### config.mk
export PLATFORM = sky130hd
export DESIGN_NAME = hazard_ctrl
export DESIGN_NICKNAME = d
export VERILOG_FILES = /design/src/rtl/hazard_ctrl_pkg.sv /design/src/rtl/hazard_detect.sv /design/src/rtl/hazard_ctrl.sv
export SDC_FILE = /design/constraint.sdc
export NUM_CORES = 1
export LEC_CHECK = 0
export ABC_AREA = 1
export CORE_MARGIN = 2
export CORE_UTILIZATION = 51
export DETAILED_ROUTE_END_ITERATION = 10
export HOLD_SLACK_MARGIN = 0.05
export PLACE_DENSITY = 0.85
export SETUP_SLACK_MARGIN = 0.15
export SLEW_MARGIN = 20
export SYNTH_ARGS = -nofsm -noshare
export SYNTH_HDL_FRONTEND = slang
export SYNTH_HIERARCHICAL = 1
export SYNTH_SLANG_ARGS = --single-unit
### constraint.sdc
create_clock -name CLK -period 5.1 [get_ports CLK]
set_clock_uncertainty 0.15 [all_clocks]
set_input_delay 1.53 -clock CLK [delete_from_list [all_inputs] [get_ports CLK]]
set_output_delay 1.53 -clock CLK [all_outputs]
set_load 0.03 [all_outputs]
### src/rtl/hazard_ctrl_pkg.sv
// rtl/hazard_ctrl_pkg.sv - shared CPU constants: hazard FSM states and stall cause codes
package hazard_ctrl_pkg;

  typedef enum logic [2:0] {
    INIT   = 3'd0,
    RUN    = 3'd1,
    LSTALL = 3'd2,
    SSTALL = 3'd3,
    MWAIT  = 3'd4
  } hazState_t;

  localparam logic [1:0] CAUSE_NONE    = 2'd0;
  localparam logic [1:0] CAUSE_LOADUSE = 2'd1;
  localparam logic [1:0] CAUSE_STRUCT  = 2'd2;
  localparam logic [1:0] CAUSE_MEMWAIT = 2'd3;

  function automatic logic [1:0] causeOf(input hazState_t st);
    case (st)
      LSTALL:  causeOf = CAUSE_LOADUSE;
      SSTALL:  causeOf = CAUSE_STRUCT;
      MWAIT:   causeOf = CAUSE_MEMWAIT;
      default: causeOf = CAUSE_NONE;
    endcase
  endfunction

endpackage

### src/rtl/hazard_detect.sv
// rtl/hazard_detect.sv - combinational load-use comparator between ID sources and EX load destination
module hazard_detect (
  input  logic [2:0] idRx,
  input  logic [2:0] idRy,
  input  logic       idUseRx,
  input  logic       idUseRy,
  input  logic [1:0] exMemRead,
  input  logic       exRegWrite,
  input  logic [2:0] exDstReg,
  output logic       loadUse
);

  logic isLoad;
  logic rxHit;
  logic ryHit;

  // Register 0 is an ordinary register here, so no zero-register exclusion.
  assign isLoad  = (exMemRead != 2'd0) && exRegWrite;
  assign rxHit   = idUseRx && (idRx == exDstReg);
  assign ryHit   = idUseRy && (idRy == exDstReg);
  assign loadUse = isLoad && (rxHit || ryHit);

endmodule

### src/rtl/hazard_ctrl.sv
// rtl/hazard_ctrl.sv - pipeline hazard controller: freezes, flushes, bubbles and stall counters
module hazard_ctrl
  import hazard_ctrl_pkg::*;
(
  input  logic        CLK,
  input  logic        RST,
  input  logic [2:0]  idRx,
  input  logic [2:0]  idRy,
  input  logic        idUseRx,
  input  logic        idUseRy,
  input  logic [1:0]  exMemRead,
  input  logic        exRegWrite,
  input  logic [2:0]  exDstReg,
  input  logic        redirect,
  input  logic        memConflict,
  input  logic        memBusy,
  output logic        pcFreeze,
  output logic        ifidFreeze,
  output logic        idexFreeze,
  output logic        exmemFreeze,
  output logic        ifidFlush,
  output logic        ctrlZero,
  output logic [1:0]  stallCause,
  output logic [15:0] stallCycles,
  output logic [15:0] flushCount
);

  hazState_t state;
  hazState_t nextState;
  logic      loadUse;
  logic      redirectFlush;

  hazard_detect uDetect (
    .idRx       (idRx),
    .idRy       (idRy),
    .idUseRx    (idUseRx),
    .idUseRy    (idUseRy),
    .exMemRead  (exMemRead),
    .exRegWrite (exRegWrite),
    .exDstReg   (exDstReg),
    .loadUse    (loadUse)
  );

  always_ff @(posedge CLK) begin
    if (RST) begin
      state       <= INIT;
      stallCycles <= 16'd0;
      flushCount  <= 16'd0;
    end else begin
      state <= nextState;
      if (pcFreeze)
        stallCycles <= stallCycles + 16'd1;
      if (redirectFlush)
        flushCount <= flushCount + 16'd1;
    end
  end

  // While RST is high the outputs look like INIT, whatever state was left behind.
  always_comb begin
    pcFreeze      = 1'b0;
    ifidFreeze    = 1'b0;
    idexFreeze    = 1'b0;
    exmemFreeze   = 1'b0;
    ifidFlush     = 1'b0;
    ctrlZero      = 1'b0;
    redirectFlush = 1'b0;
    nextState     = RUN;
    if (RST || state == INIT) begin
      ifidFlush = 1'b1;
      ctrlZero  = 1'b1;
    end else if (memBusy) begin
      pcFreeze    = 1'b1;
      ifidFreeze  = 1'b1;
      idexFreeze  = 1'b1;
      exmemFreeze = 1'b1;
      nextState   = MWAIT;
    end else if (redirect) begin
      ifidFlush     = 1'b1;
      ctrlZero      = 1'b1;
      redirectFlush = 1'b1;
    end else if (loadUse) begin
      pcFreeze   = 1'b1;
      ifidFreeze = 1'b1;
      ctrlZero   = 1'b1;
      nextState  = LSTALL;
    end else if (memConflict) begin
      pcFreeze  = 1'b1;
      ifidFlush = 1'b1;
      nextState = SSTALL;
    end
  end

  assign stallCause = causeOf(state);

endmodule

Yosys cells after proc, flatten, opt, wreduce, memory -nomap -nowiden
Index checks and enable logic that the tools add are counted.
{"block": "totals", "ff_bits": 35, "in_bits": 19, "out_inout_bits": 40, "wordCells": 49}
{"block": "op_classes", "n_addsub": 2, "eq_ne": 5, "muxes": 27, "n_reduce_logical": 10}
{"cell": "16-bit by 1-bit adder with 16-bit output (second input constant)", "n": 2}
{"cell": "1-bit 2-to-1 mux", "n": 22}
{"cell": "3-bit by 2-bit equality test with 1-bit output (second input constant)", "n": 2}
{"cell": "3-bit equality test", "n": 2}
{"cell": "2-bit 2-to-1 mux", "n": 3}
{"cell": "2-bit case mux with 3 select lines", "n": 1}
{"cell": "1-bit logical AND", "n": 4}
{"cell": "4-bit OR reduction", "n": 1}
{"cell": "3-bit equality test (second input constant)", "n": 1}
{"cell": "3-bit zero test", "n": 1}
{"cell": "3-bit 2-to-1 mux", "n": 1}
{"cell": "1-bit logical OR", "n": 2}
{"cell": "2-bit nonzero test", "n": 1}
{"cell": "2-bit OR reduction", "n": 1}

Depth between registers and ports, before layout
Gate-level depths: netlist (run 1).
{"block": "logic_depth", "word_depth": 8, "mapped_depth": 14, "depth_no_buf": 14}

Hierarchy
The synthesis (run 1) kept the hierarchy.
{"mod": "hazard_ctrl", "n_inst": 1, "cells_per_inst": 284, "area_each_um2": 1916.8, "seq_area_each_um2": 700.7}
{"mod": "hazard_detect", "n_inst": 1, "cells_per_inst": 34, "area_each_um2": 133.9, "seq_area_each_um2": 0.0}

Least setup slack after synthesis (run 1)
No wires, ideal clock.
{"block": "synth_path", "kind": "input to output", "start": "input exDstReg[1]", "end": "output ifidFlush", "arrival_time_ns": 2.921, "required_ns": 3.420, "path_slack_ns": 0.499, "cell_stages": 9, "path_buffers": 0, "cell_sequence": "inv_1 nand2_1 nand2_1 nor2_1 nand2_1 a21oi_2 nand2_1 a21oi_1 nor2_1"}
{"block": "synth_via", "elab_chain_cells": 8, "elab_cells_between_ends": 10, "cone_classes": "eq/ne: 2; mux: 4; reduce/logical: 4"}
{"element": "start, declared", "line": "hazard_ctrl.sv:13", "source": "input logic [2:0] exDstReg,"}
{"element": "3-bit equality test (on tied branches)", "line": "hazard_detect.sv:19, hazard_detect.sv:20"}
{"element": "1-bit logical AND (on tied branches)", "line": "hazard_detect.sv:19, hazard_detect.sv:20"}
{"element": "1-bit logical OR *", "line": "hazard_detect.sv:21", "source": "assign loadUse = isLoad && (rxHit || ryHit);"}
{"element": "1-bit logical AND *", "line": "hazard_detect.sv:21"}
{"element": "net loadUse", "line": "hazard_ctrl.sv:30", "source": "logic loadUse;"}
{"element": "1-bit 2-to-1 mux *", "line": "hazard_ctrl.sv:81", "source": "end else if (loadUse) begin"}
{"element": "1-bit 2-to-1 mux *", "line": "hazard_ctrl.sv:77", "source": "end else if (redirect) begin"}
{"element": "1-bit 2-to-1 mux *", "line": "hazard_ctrl.sv:71", "source": "end else if (memBusy) begin"}
{"element": "1-bit 2-to-1 mux *", "line": "hazard_ctrl.sv:68", "source": "if (RST || state == INIT) begin"}
{"element": "end, declared", "line": "hazard_ctrl.sv:21", "source": "output logic ifidFlush,"}
The timed path passes the listed nets; every way through them passes the cells marked *.

Worst setup path after layout (run 1)
{"block": "layout_path", "start": "input exDstReg[0]", "end": "output ifidFlush"}
Same word-level chain as after synthesis.

==> results of run 1 <==
==> sequential cells by signal (all words and copies together) (netlist names) <==
register	flops
state	3
stallCycles	16
flushCount	16
==> synth_stat cells (all sizes together) <==
library cell and n:
buf 5, nand2 97, inv 43, nand3 23
ha 2, xor2 2, xnor2 2, nor3 5
nor3b 1, dfxtp 35, nand3b 2, o21ai 9
nand4 7, o21bai 1, nor2 66, a21oi 18
==> per-stage QoR <==
stage | instance area, um2 | util [%] | power [mW] | setup WS, ns | cells
3_3_place_gp | 2660 | 67.3 | 0.364 | 0.101 | 423
6_report | 2770 | 70.2 | 0.611 | 0.312 | 431
3_5_place_dp | 2660 | 67.3 | 0.366 | 0.0761 | 423
5_1_grt | 2770 | 70.2 | 0.635 | 0.153 | 431
2_1_floorplan | 2050 | - | 0.335 | 0.499 | 318
4_1_cts | 2770 | 70.2 | 0.617 | 0.329 | 431
==> power breakdown <==
| group | internal (mW) | leakage (nW) | switching [mW] |
|---|---|---|---|
| clock | 0.146 | 0.0581 | 0.107 |
| combinational | 0.0330 | 0.840 | 0.0470 |
| sequential | 0.276 | 0.283 | 0.00282 |
==> worst paths after layout <==
check | from | cells past startpoint | slack (ns) | end
worst min-delay path | stallCycles[11] | 2 | 0.34 | stallCycles[11]
worst max-delay path | exDstReg[0] | 11 | 0.31 | ifidFlush
worst min register to register | stallCycles[11] | 2 | 0.34 | stallCycles[11]
worst max register to register | state[1] | 8 | 3.45 | stallCycles[5]
==> final cells by class <==
type / instances / area (um2)
clock buffers: 5 / 68.8
clock inverters: 3 / 43.8
fillers: 351 / 1180
inverters: 43 / 166
multi-input cells: 235 / 1140
flip-flops and latches: 35 / 701
well taps: 50 / 62.6
repair buffers: 60 / 582
==> layer usage <==
layer | vias up | part of all wire, %
met5 | - | 0
met4 | 0 | 1.3
met3 | 8 | 3.5
met2 | 38 | 50
met1 | 933 | 45
li1 | 1117 | -
==> logic make-up after synthesis <==
family / Yosys count / synth area share (%)
buf+inv: 48 / 10.1
fa+ha+maj: 2 / 1.22
flops: 35 / 34.2
simple gates: 201 / 45.3
compound gates: 28 / 7.50
xor+xnor: 4 / 1.71
==> worst max-delay path, delay by kind of cell <==
family | cells | cell delay [ns]
AOI/OAI and AO/OA | 2 | 0.39
buffers and inverters | 3 | 0.73
and+or+nand+nor | 6 | 0.47
==> repair_timing <==
action	in CTS	in global routing
endpoints found under the hold margin	0	0
resized for setup	1	0
setup endpoints to repair	1	0
==> flow_summary.toml, run 1 <==
[outcome]
status = "finished, final reports clean"

[synthesis]
syn_area_um2 = 2050
synth_area_leaders = "dfxtp_1 34%, nand2_1 17%, nor2_1 11%, inv_1 7.5%, nand3_1 5.4%"
yosysSeqAreaShare_pct = 34.2
synth_nets = 339
synth.distinct_cells = 27
yosysTopAreaCell = "dfxtp_1"
syn_inst = 318
synth_warnings = 6
syn_avg_cell_area_um2 = 6.45
synth_top_area_share_pct = 34.2
ys_seq_elements = 35

[detailed_routing]
drc = 0
drt_iter0_drc = 141
routed_via_density = 4.86
vias = 2096
first_pass_iters = 4
postRouteAntennaNets = 0
wire_per_inst_um = 10.7
drt_wl_total_um = 4610

[global_route]
antenna_found_initial = 0
grt-busiest-layer = "met2"
overflow = 0
met2_usage_pct = 39.5
grt_max_degree = 29
grt_pass1_wl_um = 7690
grt_pass1_vias = 1835
use_met1_pct = 26.2
gr-usage-met3_pct = 5.67
track_usage_pct = 22.1

[setup_path]
critPathKind = "primary input to output port"
endpoint_kind = "output port"
max_stage_delay_ns = 0.50
worstPathArrival_ns = 3.11
worstPathMaxFanout = 3
crit_path_start_kind = "primary input"
worstPathRequired_ns = 3.42
worstPathCellList = "clkdlybuf4s50_1 -> inv_1 -> nand2_1 -> nand2_1 -> nor2_1 -> nand2_1 -> a21oi_2 -> nand2_1 -> a21oi_1 -> nor2_1 -> buf_4"
cpMostUsedCell = "nand2_1"
slowest_stage = "clkdlybuf4s50_1"

[cells_and_area]
diodes = 0
final_cell_mix = "94 x nand2_1, 58 x nor2_1, 52 x clkdlybuf4s50_1"
layout_commonest_cell = "nand2_1"
finalNetCount = 401
layout-drive-gt1-share_pct = 8.66
syn_to_final_growth_pct = 34.9

[floorplan]
die_h_um = 67.4
core_um2 = 3940
ioPinCount = 59
row_count = 23
die_x_um = 67.4
initial_core_util_pct = 52.0
die-area_um2 = 4540

[clock_tree]
cts_tree = "yes"
clock_latency_ns = 0.29
clk_pin_slew_ns = 0.07
ctsHtreeMaxLevel = 2
numCtsBuffers = 5
root_buffer = "clkbuf_8"
cts_hold_buf = 0
cts.path.max_buffers = 2
cts_setup_buffers = 0
cts_num_sinks = 35

[power_and_ir_drop]
p_leak_nw = 1.18
power_density_nw_per_um2 = 221
irDropWorstVdd_v = 0.000156

[sta]
worstMarginPinSlew_ns = 0.318
slew_headroom_pct = 78.7
finalHoldViolCount = 0
drv_slew = 0
setup_viol = 0
fmax_mhz = 209
fin_crit_ns = 4.79
tns_ns = 0
rsz0062_at_grt = "false"
finalCritPeriodShare_pct = 93.9
fin_hold_ws_ns = 0.344

[flow_run]
max_cap_viol_count = 0

[place]
dp_hpwl_um = 3450
place_congestion = 0.809
port_buffers = 58

[hold_path]
hold_path_class = "register to register"
Power figures use the tool's default switching activity.
==> run 2, diff against run 1 <==
--- a/config.mk
+++ b/config.mk
@@ -7,10 +7,10 @@
 export LEC_CHECK = 0
 export ABC_AREA = 1
 export CORE_MARGIN = 2
-export CORE_UTILIZATION = 51
+export CORE_UTILIZATION = 43
 export DETAILED_ROUTE_END_ITERATION = 10
 export HOLD_SLACK_MARGIN = 0.05
-export PLACE_DENSITY = 0.85
+export PLACE_DENSITY = 0.76
 export SETUP_SLACK_MARGIN = 0.15
 export SLEW_MARGIN = 20
 export SYNTH_ARGS = -nofsm -noshare
==> constraint.sdc (replaced) <==
create_clock -name CLK -period 4.4 [get_ports CLK]
set_clock_uncertainty 0.15 [all_clocks]
set_input_delay 1.32 -clock CLK [delete_from_list [all_inputs] [get_ports CLK]]
set_output_delay 1.32 -clock CLK [all_outputs]
set_load 0.03 [all_outputs]
==> flow_summary.toml, run 2 (synthesis gave the netlist of run 1 again) <==
[outcome]
status = "finished, final reports clean"

[floorplan]
ioPinCount = 59
die_h_um = 73.1
initial_core_util_pct = 44.0
die-area_um2 = 5340
row_count = 25
core_um2 = 4660
die_x_um = 73.1

[global_route]
overflow = 0
antenna_found_initial = 0
grt_pass1_vias = 2046
track_usage_pct = 19.4
grt_max_degree = 28
grt_pass1_wl_um = 8340

[power_and_ir_drop]
p_leak_nw = 1.29
power_density_nw_per_um2 = 239
p_seq_share_pct = 46.7
clkPwrFrac_pct = 38.1
p_sw_share_pct = 26.5
irDropWorstVdd_v = 0.000165
combPwrFrac_pct = 15.2
p_sw_uw = 183
p_int_uw = 508

[clock_tree]
root_buffer = "clkbuf_8"
clk_pin_slew_ns = 0.08
cts_hold_buf = 0
clock_latency_ns = 0.28
numCtsBuffers = 5
cts_tree = "yes"
cts_num_sinks = 35
cts.path.max_buffers = 2
ctsHtreeMaxLevel = 2

[sta]
fin_hold_ws_ns = 0.352
finalCritPeriodShare_pct = 94.3
fin_crit_ns = 4.15
drv_slew = 0
tns_ns = 0
slew_headroom_pct = 78.0
rsz0062_at_grt = "false"
fmax_mhz = 241
finalHoldViolCount = 0
worstMarginPinSlew_ns = 0.329
setup_viol = 0

[detailed_routing]
routed_via_density = 4.83
drc = 0
vias = 2163
drt_iter0_drc = 86
wire_per_inst_um = 11.0
first_pass_iters = 4
postRouteAntennaNets = 0
drt_wl_total_um = 4930

[flow_run]
max_cap_viol_count = 0

[setup_path]
cp_num_cells = 11
worstPathMaxFanout = 3
slowest_stage = "clkdlybuf4s50_1"
max_stage_delay_ns = 0.42
worstPathCellList = "clkdlybuf4s50_1 -> nand2_1 -> nand2_1 -> nor2_1 -> nand2_1 -> a21oi_2 -> nand2_2 -> nand2_2 -> nor2_4 -> nor2_8 -> buf_6"
crit_end = "pcFreeze"
r2r-start = "state[1]"
r2r_cells = 17
cpMostUsedCell = "nand2_1"
critPathKind = "primary input to output port"
worstPathArrival_ns = 2.68
endpoint_kind = "output port"
worstPathRequired_ns = 2.93
crit_path_start_kind = "primary input"
r2r_end = "state[0]"
critical_path_buf_inv_count = 2
crit_family = "simple AND/OR/NAND/NOR gates"
cp-startpoint = "idRx[0]"
rrSetupSlack_ns = 1.88

[place]
dp_hpwl_um = 3450
place_congestion = 0.869
port_buffers = 58

[cells_and_area]
biggestRegsByFlops = "flushCount: 16 flops, stallCycles: 16 flops, state: 3 flops"
layout-drive-gt1-share_pct = 13.2
finalNetCount = 414
diodes = 0
layout_commonest_cell = "nand2_1"
final_cell_mix = "92 x nand2_1, 57 x nor2_1, 43 x clkdlybuf4s50_1"
syn_to_final_growth_pct = 41.1

[hold_path]
min_from = "stallCycles[11]"
hold_path_class = "register to register"
==> run 2: cell count changes in the layout (fill, tap and decap cells not counted), sizes merged, moves of 2 or more <==
| cell | change |
|---|---|
| clkbuf | +2 |
| dlymetal6s2s | +4 |
| buf | +14 |
| dlygate4sd2 | +4 |
| clkdlybuf4s50 | -9 |
| clkinv | -2 |
==> run 2: tightest hold or removal path: stages, from the launching register on <==
cell and delay [ns]:
dfxtp_1 0.34, inv_1 0.07, a21oi_2 0.05
==> run 2: what timing repair did <==
action	CTS	global route
setup endpoints to repair	3	3
setup buffers	11	1
pin swaps	8	8
gates resized for setup	9	9
cloned	0	0
==> run 2: layer usage <==
| metal | global-route usage (%) | vias to the layer above | part of all wire (%) | wire length, um |
|---|---|---|---|---|
| li1 | - | 1144 | - | - |
| met1 | 23.0 | 955 | 44 | 2160 |
| met2 | 33.1 | 58 | 50 | 2470 |
| met3 | 4.01 | 6 | 5.0 | 247 |
| met4 | 8.85 | 0 | 0.99 | 49 |
| met5 | 0 | - | 0 | 0 |
==> run 2: worst min path at each step <==
stage	endpoint	slack, ns	depth (start not counted)
floorplan	stallCycles[11]	0.45	2
CTS	stallCycles[11]	0.36	2
global route	stallCycles[11]	0.37	2
finish	stallCycles[11]	0.35	2
detailed placement	stallCycles[11]	0.34	2
global placement	stallCycles[11]	0.33	2
==> run 2: cell type report <==
cell class | instances | area [um2]
Tap cell | 54 | 67.6
Timing Repair Buffer | 73 | 689
Multi-Input combinational cell | 235 | 1170
Fill cell | 404 | 1770
Sequential cell | 35 | 701
Clock inverter | 1 | 7.51
Clock buffer | 7 | 96.3
Inverter | 43 | 166
==> run 2: power groups by stage <==
stage / logic, mW / clock network, mW / registers, mW
2_1_floorplan: 0.0545 / 0 / 0.334
3_5_place_dp: 0.0938 / 0 / 0.330
5_1_grt: 0.114 / 0.284 / 0.323
3_3_place_gp: 0.0924 / 0 / 0.330
6_report: 0.105 / 0.263 / 0.323
4_1_cts: 0.102 / 0.270 / 0.323
==> run 2: stage by stage <==
stage / instances / utilization (%) / instance area (um2) / power (mW) / setup WS, ns
3_5_place_dp: 428 / 57.2 / 2670 / 0.424 / 0.0324
6_report: 448 / 62.1 / 2890 / 0.691 / 0.251
5_1_grt: 448 / 62.1 / 2890 / 0.722 / 0.124
4_1_cts: 447 / 61.4 / 2860 / 0.694 / 0.155
3_3_place_gp: 428 / 57.2 / 2670 / 0.423 / 0.0838
2_1_floorplan: 318 / - / 2050 / 0.388 / 0.219
